## config.mk

```make
export PLATFORM = sky130hd
export DESIGN_NAME = ripple_count_capture
export DESIGN_NICKNAME = d
export VERILOG_FILES = /design/src/rtl/ripple_count_capture.sv
export SDC_FILE = /design/constraint.sdc
export NUM_CORES = 1
export LEC_CHECK = 0
export BUFFER_PORTS_ARGS = -buffer_cell sky130_fd_sc_hd__clkbuf_2
export CAP_MARGIN = 10
export CELL_PAD_IN_SITES_DETAIL_PLACEMENT = 0
export CELL_PAD_IN_SITES_GLOBAL_PLACEMENT = 1
export CORE_MARGIN = 2
export CORE_UTILIZATION = 27
export CTS_CLUSTER_DIAMETER = 40
export DETAILED_ROUTE_END_ITERATION = 16
export PLACE_DENSITY_LB_ADDON = 0.1
export SETUP_SLACK_MARGIN = 0.2
export SLEW_MARGIN = 25
export SYNTH_ARGS = -nofsm -noshare
export SYNTH_HDL_FRONTEND = slang
export SYNTH_SLANG_ARGS = --single-unit
```

## constraint.sdc

```tcl
create_clock -name clk -period 5.6 [get_ports clk]
set_clock_uncertainty 0.15 [all_clocks]
set_input_delay 0.56 -clock clk [delete_from_list [all_inputs] [get_ports clk]]
set_output_delay 0.56 -clock clk [all_outputs]
set_load 0.02 [all_outputs]
```

## src/rtl/ripple_count_capture.sv

```systemverilog
// Ripple counter capture: synchronises raw JK ripple Q bits,
// filters ripple transients and publishes settled counts.
module ripple_count_capture #(
  parameter int WIDTH         = 4,
  parameter int STABLE_CYCLES = 2
) (
  input  logic             clk,
  input  logic             reset,
  input  logic [WIDTH-1:0] ripple_q,
  input  logic [WIDTH-1:0] match_val,
  input  logic             err_clr,
  output logic [WIDTH-1:0] count,
  output logic             count_valid,
  output logic             wrap,
  output logic             err,
  output logic             match
);

  localparam logic [1:0] IDLE   = 2'd0;
  localparam logic [1:0] SETTLE = 2'd1;
  localparam logic [1:0] LOCKED = 2'd2;

  localparam int SW = 4;
  localparam logic [SW-1:0] THR  = SW'(STABLE_CYCLES - 1);
  localparam logic [SW-1:0] SMAX = SW'(STABLE_CYCLES);

  logic [WIDTH-1:0] s1_q, s1_d;
  logic [WIDTH-1:0] s2_q, s2_d;
  logic [WIDTH-1:0] cand_q, cand_d;
  logic [SW-1:0]    stab_q, stab_d;
  logic [WIDTH-1:0] count_q, count_d;
  logic             valid_q, valid_d;
  logic             wrap_q, wrap_d;
  logic             err_q, err_d;
  logic             match_q, match_d;
  logic [1:0]       state_q, state_d;
  logic             first_q, first_d;
  logic             pub;
  logic             err_set;

  // Filter, FSM and publish decision for the next edge
  always_comb begin
    s1_d    = ripple_q;
    s2_d    = s1_q;
    cand_d  = cand_q;
    stab_d  = stab_q;
    count_d = count_q;
    state_d = state_q;
    first_d = first_q;
    valid_d = 1'b0;
    wrap_d  = 1'b0;
    err_set = 1'b0;
    pub     = 1'b0;
    if (s2_q != cand_q) begin
      cand_d  = s2_q;
      stab_d  = SW'(1);
      state_d = first_q ? IDLE : SETTLE;
    end else begin
      if (stab_q < SMAX)
        stab_d = stab_q + SW'(1);
      if (stab_q == THR) begin
        pub     = (state_q == IDLE) || (cand_q != count_q);
        state_d = LOCKED;
      end
    end
    if (pub) begin
      count_d = cand_q;
      valid_d = 1'b1;
      first_d = 1'b0;
      if (!first_q) begin
        wrap_d  = cand_q < count_q;
        err_set = cand_q != (count_q + WIDTH'(1));
      end
    end
    err_d   = err_set | (err_q & ~err_clr);
    match_d = (count_q == match_val);
  end

  // State registers with asynchronous active-low reset
  always_ff @(posedge clk or negedge reset) begin
    if (!reset) begin
      s1_q    <= '0;
      s2_q    <= '0;
      cand_q  <= '0;
      stab_q  <= '0;
      count_q <= '0;
      valid_q <= 1'b0;
      wrap_q  <= 1'b0;
      err_q   <= 1'b0;
      match_q <= 1'b0;
      state_q <= IDLE;
      first_q <= 1'b1;
    end else begin
      s1_q    <= s1_d;
      s2_q    <= s2_d;
      cand_q  <= cand_d;
      stab_q  <= stab_d;
      count_q <= count_d;
      valid_q <= valid_d;
      wrap_q  <= wrap_d;
      err_q   <= err_d;
      match_q <= match_d;
      state_q <= state_d;
      first_q <= first_d;
    end
  end

  assign count       = count_q;
  assign count_valid = valid_q;
  assign wrap        = wrap_q;
  assign err         = err_q;
  assign match       = match_q;

endmodule

```

Word level (Yosys, flattened, before mapping)
Cells that the tools add are included.
{ "word_totals": {"reg_bits": 27, "latch_bits": 0, "mem_bits_rw": 0, "romBits": 0, "input_bits": 11, "output_inout_bits": 8, "n_memories": 0} }
{ "classes": {"addsub": 2, "n_mul": 0, "n_div": 0, "n_lt_le_gt_ge": 2, "n_eq_ne": 5, "n_shift": 0, "mux": 12, "bitwise": 3, "n_reduce_logical": 4} }
{ "ops": {"columns": ["cell", "count"], "rows": [
  ["!= test 4 bit", 3],
  ["adder 4 x 1 -> 4 bit, second input constant", 2],
  ["2-to-1 mux 1 bit", 8],
  ["2-to-1 mux 4 bit", 2],
  ["== test 4 x 1 -> 1 bit, second input constant", 1],
  ["== test 4 bit", 1],
  ["< comparator 4 x 2 -> 1 bit, second input constant", 1],
  ["< comparator 4 bit", 1],
  ["2-to-1 mux 2 bit", 2],
  ["nonzero test 2 bit", 2],
  ["logical NOT 2 bit", 1],
  ["AND 1 bit", 1],
  ["logical OR 1 bit", 1],
  ["NOT 1 bit", 1],
  ["OR 1 bit", 1]
]} }

Logic depth before layout (Yosys ltp)
{ "depth": {"word_depth": 6, "mapped_depth": 7} }

Worst setup path after synthesis
OpenSTA, ideal clock, no wires.
{ "synth_path": {"path_kind": "reg2reg", "from": "register count_q[3], in the netlist count[3]", "to": "register count_q[0], in the netlist count[0]", "arrival_time_ps": 1750, "path_slack_ps": 3575, "stages_incl_launch_ff": 8, "period_less_slack_ps": 2025, "cell_sequence": "dfrtp_1 inv_1 ha_1 and4_1 o21ai_0 and3b_1 buf_6 mux2_4"} }
{ "synth_via": {"elab_chain_cells": 4} }
{ "synth_rtl": {"columns": ["item", "line", "text"], "rows": [
  ["from (decl)", "31", "logic [WIDTH-1:0] count_q, count_d;"],
  ["from (signal assigned)", "98", "count_q <= count_d;"],
  ["!= test 4 bit", "62", "pub = (state_q == IDLE) || (cand_q != count_q);"],
  ["logical OR 1 bit", "62", null],
  ["2-to-1 mux 1 bit", "61", "if (stab_q == THR) begin"],
  ["2-to-1 mux 1 bit", "54", "if (s2_q != cand_q) begin"]
]} }
No other way between the ends.
A chain may end at the register's enable or synchronous reset.

Worst setup path after layout
{ "layout_path": {"from": "register cand_q[0]", "to": "register count_q[1], in the netlist count[1]"} }
{ "layout_via": {"elab_chain_cells": 4, "word_cells_on_any_way": 5} }
{ "layout_rtl": {"columns": ["item", "line", "text"], "rows": [
  ["from (decl)", "29", "logic [WIDTH-1:0] cand_q, cand_d;"],
  ["from (signal assigned)", "96", "cand_q <= cand_d;"],
  ["!= test 4 bit", "62", null],
  ["logical OR 1 bit", "62", null],
  ["2-to-1 mux 1 bit", "61", null],
  ["2-to-1 mux 1 bit *", "54", null]
]} }
Every way passes the cells marked *; elsewhere a longest branch is shown, timed or not.

==> results.cfg <==
[synth]
yosys_register_bits = 27
postSynthAreaPerCell_um2 = 12.8
yosysWarnings = 0
synth_area_leaders = dfrtp_1, xor2_1, ha_1, mux2_4, dfstp_2
syn_inst = 93
synth_area_leader_cell = dfrtp_1
ys_seq_area_share_pct = 56.9
netlist_area_mm2 = 0.00119
synth_nets = 111
synth_top_area_share_pct = 54.7
ys_types = 26

[clock_network]
cts_tree = yes
clkTransAtPathRegs_ns = 0.09
cts.sinks = 27
post_cts_resize_count = 0
cts_max_level = 1
postCtsSetupBuffers = 0
worstSkewPairLatency_ns = 0.27
cts-root-buf = clkbuf_8
cts_buffers = 3
cts_max_path_buffers = 2
ctsHoldBuffers = 0

[sta]
rsz0062_at_grt = no
fin_ws_ns = 3.45
max_freq_mhz = 466
relSlewSlack_pct = 54.7
setup_violations = 0
tightest_slew_ns = 0.680
setup-tns-final_ns = 0
maxSlewViolCount = 0
fin_crit_sh_pct = 38.3
whs_ns = 0.161
finalHoldViolCount = 0
fin_crit_ns = 2.15

[power]
leakagePower_nw = 0.646
swShare_pct = 33.7
internal_power_w = 0.000352
power.total_w = 0.000531
comb_power_share_pct = 32.3
p_seq_share_pct = 47.2
p_clk_share_pct = 20.5
vdd_drop_max_mv = 0.114
powerDensity_mw_per_mm2 = 389
p_switching_w = 0.000179

[placed_design]
io_buffers = 18
dp_worst_setup_slack_ns = 3.45
routabilityCongestion = 0.735
dpl.hpwl_um = 1520

[floorplanning]
die_area_mm2 = 0.00495
pin_count = 19
start_util_pct = 27.7
die_w_um = 70.4
core_area_mm2 = 0.00429
die_y_um = 70.4
row_count = 24

[final_layout]
nets = 129
mostFrequentLayoutCells = dfrtp_1, clkbuf_2, xor2_1
antenna_cells = 0
final_common_cell = dfrtp_1
syn_to_final_growth_pct = 14.7
nFillCells = 449
final_core_util_pct = 31.8
layout-drive-gt1-share_pct = 26.4
multi_input_area_um2 = 464
seqCellArea_um2 = 677

[global_routing]
grt_usage_pct = 9.01
grt_pass1_vias = 739
grt_busiest_layer = met2
grt_use_met2_pct = 15.9
grtUsageMet1_pct = 9.98
grt_max_degree = 28
grt_pass1_wl_um = 3440
use_met3_pct = 3.46
antenna_found_initial = 0
overflow = 0

[routing]
drc = 0
drtPass1Iterations = 3
totalWireLength_um = 1990
ant_nets = 0
viasPerCell = 4.23
drtIter0Drc = 36
via_count = 686
routed_wire_length_per_instance_um = 12.3

[worst_setup_path]
crit_path_end_kind = register
path_max_fanout = 10
crit_required_ns = 5.61
reg2reg_slack_ns = 3.45
rr_endpoint = count[1]
crit_type = reg -> reg
critPathArrivalTime_ns = 2.16
r2r.worst_path.cells = 4
regToRegStartpoint = cand_q[0]
cp-start-kind = register

[status]
status = completed

[run]
max-cap-violations = 0

[min_path]
hp-class = in -> async
worst max-delay path by stage:
stage,startpoint,end,slack (ns),depth (start not counted)
2_1_floorplan,count[3],count[0],3.57,7
3_3_place_gp,cand_q[0],count[2],3.46,4
3_5_place_dp,cand_q[0],count[3],3.45,4
4_1_cts,cand_q[0],count[1],3.42,4
5_1_grt,count[1],count[0],3.32,6
6_report,cand_q[0],count[1],3.45,4
state kept, by name, indices dropped and copies added, names as in the netlist, 2 cells and up:
signal,cells
cand_q,4
stab_q,4
s2_q,4
state_q,2
count,4
s1_q,4
power by group through the flow:
stage / sequential, W / clock (W) / combinational, W
6_report: 0.000250 / 0.000109 / 0.000171
5_1_grt: 0.000257 / 0.000122 / 0.000191
4_1_cts: 0.000251 / 0.000115 / 0.000176
3_5_place_dp: 0.000255 / 0 / 0.000175
3_3_place_gp: 0.000255 / 0 / 0.000177
2_1_floorplan: 0.000271 / 0 / 0.000105
final cells by class:
cell class,instances,share of cell area [%]
sequential,27,49.6
multi-input combinational,55,34.0
timing repair buffer,18,6.60
tap,52,4.77
clock buffer,3,3.02
inverter,6,1.65
clock inverter,1,0.367
metal layers:
metal  routed length, um  up-vias  share of wire [%]
met5                   0        -                  0
met4                  17        0               0.85
met3                 118        2                5.9
met2                 985       19                 50
met1                 869      327                 44
li1                    -      338                  -
cell usage after synthesis:
| master | n |
|---|---|
| dfrtp_1 | 26 |
| xor2_1 | 11 |
| ha_1 | 7 |
| inv_1 | 6 |
| clkbuf_1 | 4 |
| mux2_4 | 4 |
| nor2b_1 | 4 |
| nor2_1 | 3 |
| o21ai_0 | 3 |
| xnor2_1 | 3 |
| a21oi_1 | 2 |
| nand2_1 | 2 |
| nand3_1 | 2 |
| nor3_1 | 2 |
| nor4_1 | 2 |
| o21a_1 | 2 |
| a21boi_0 | 1 |
| a31oi_1 | 1 |
| and2_1 | 1 |
| and3b_1 | 1 |
| and4_1 | 1 |
| buf_6 | 1 |
| dfstp_2 | 1 |
| nor4_4 | 1 |
| nor4bb_1 | 1 |
| or3b_2 | 1 |
cell families (layout without fill, tap and decap cells):
family	after synthesis	count (layout)	synth area share (%)
AO/OA/AOI/OAI	9	9	4.52
XOR/XNOR	14	14	10.3
multiplexers	4	4	5.05
buffers and inverters	11	28	4.10
AND/OR/NAND/NOR	21	21	11.8
flip-flops	27	27	56.9
adder cells (fa/ha/maj)	7	7	7.36
metrics by stage:
step	cell area (um^2)	instances
finish	1370	162
global route	1370	162
CTS	1370	162
detailed placement	1320	158
global placement	1320	158
floorplan	1190	93
worst max-delay path: stages (launching register included):
cell,delay [ns]
dfrtp_1,0.42
xor2_1,0.20
nor4_4,0.52
and3b_1,0.42
mux2_4,0.33
No activity file was read; power rests on OpenSTA's default activity.
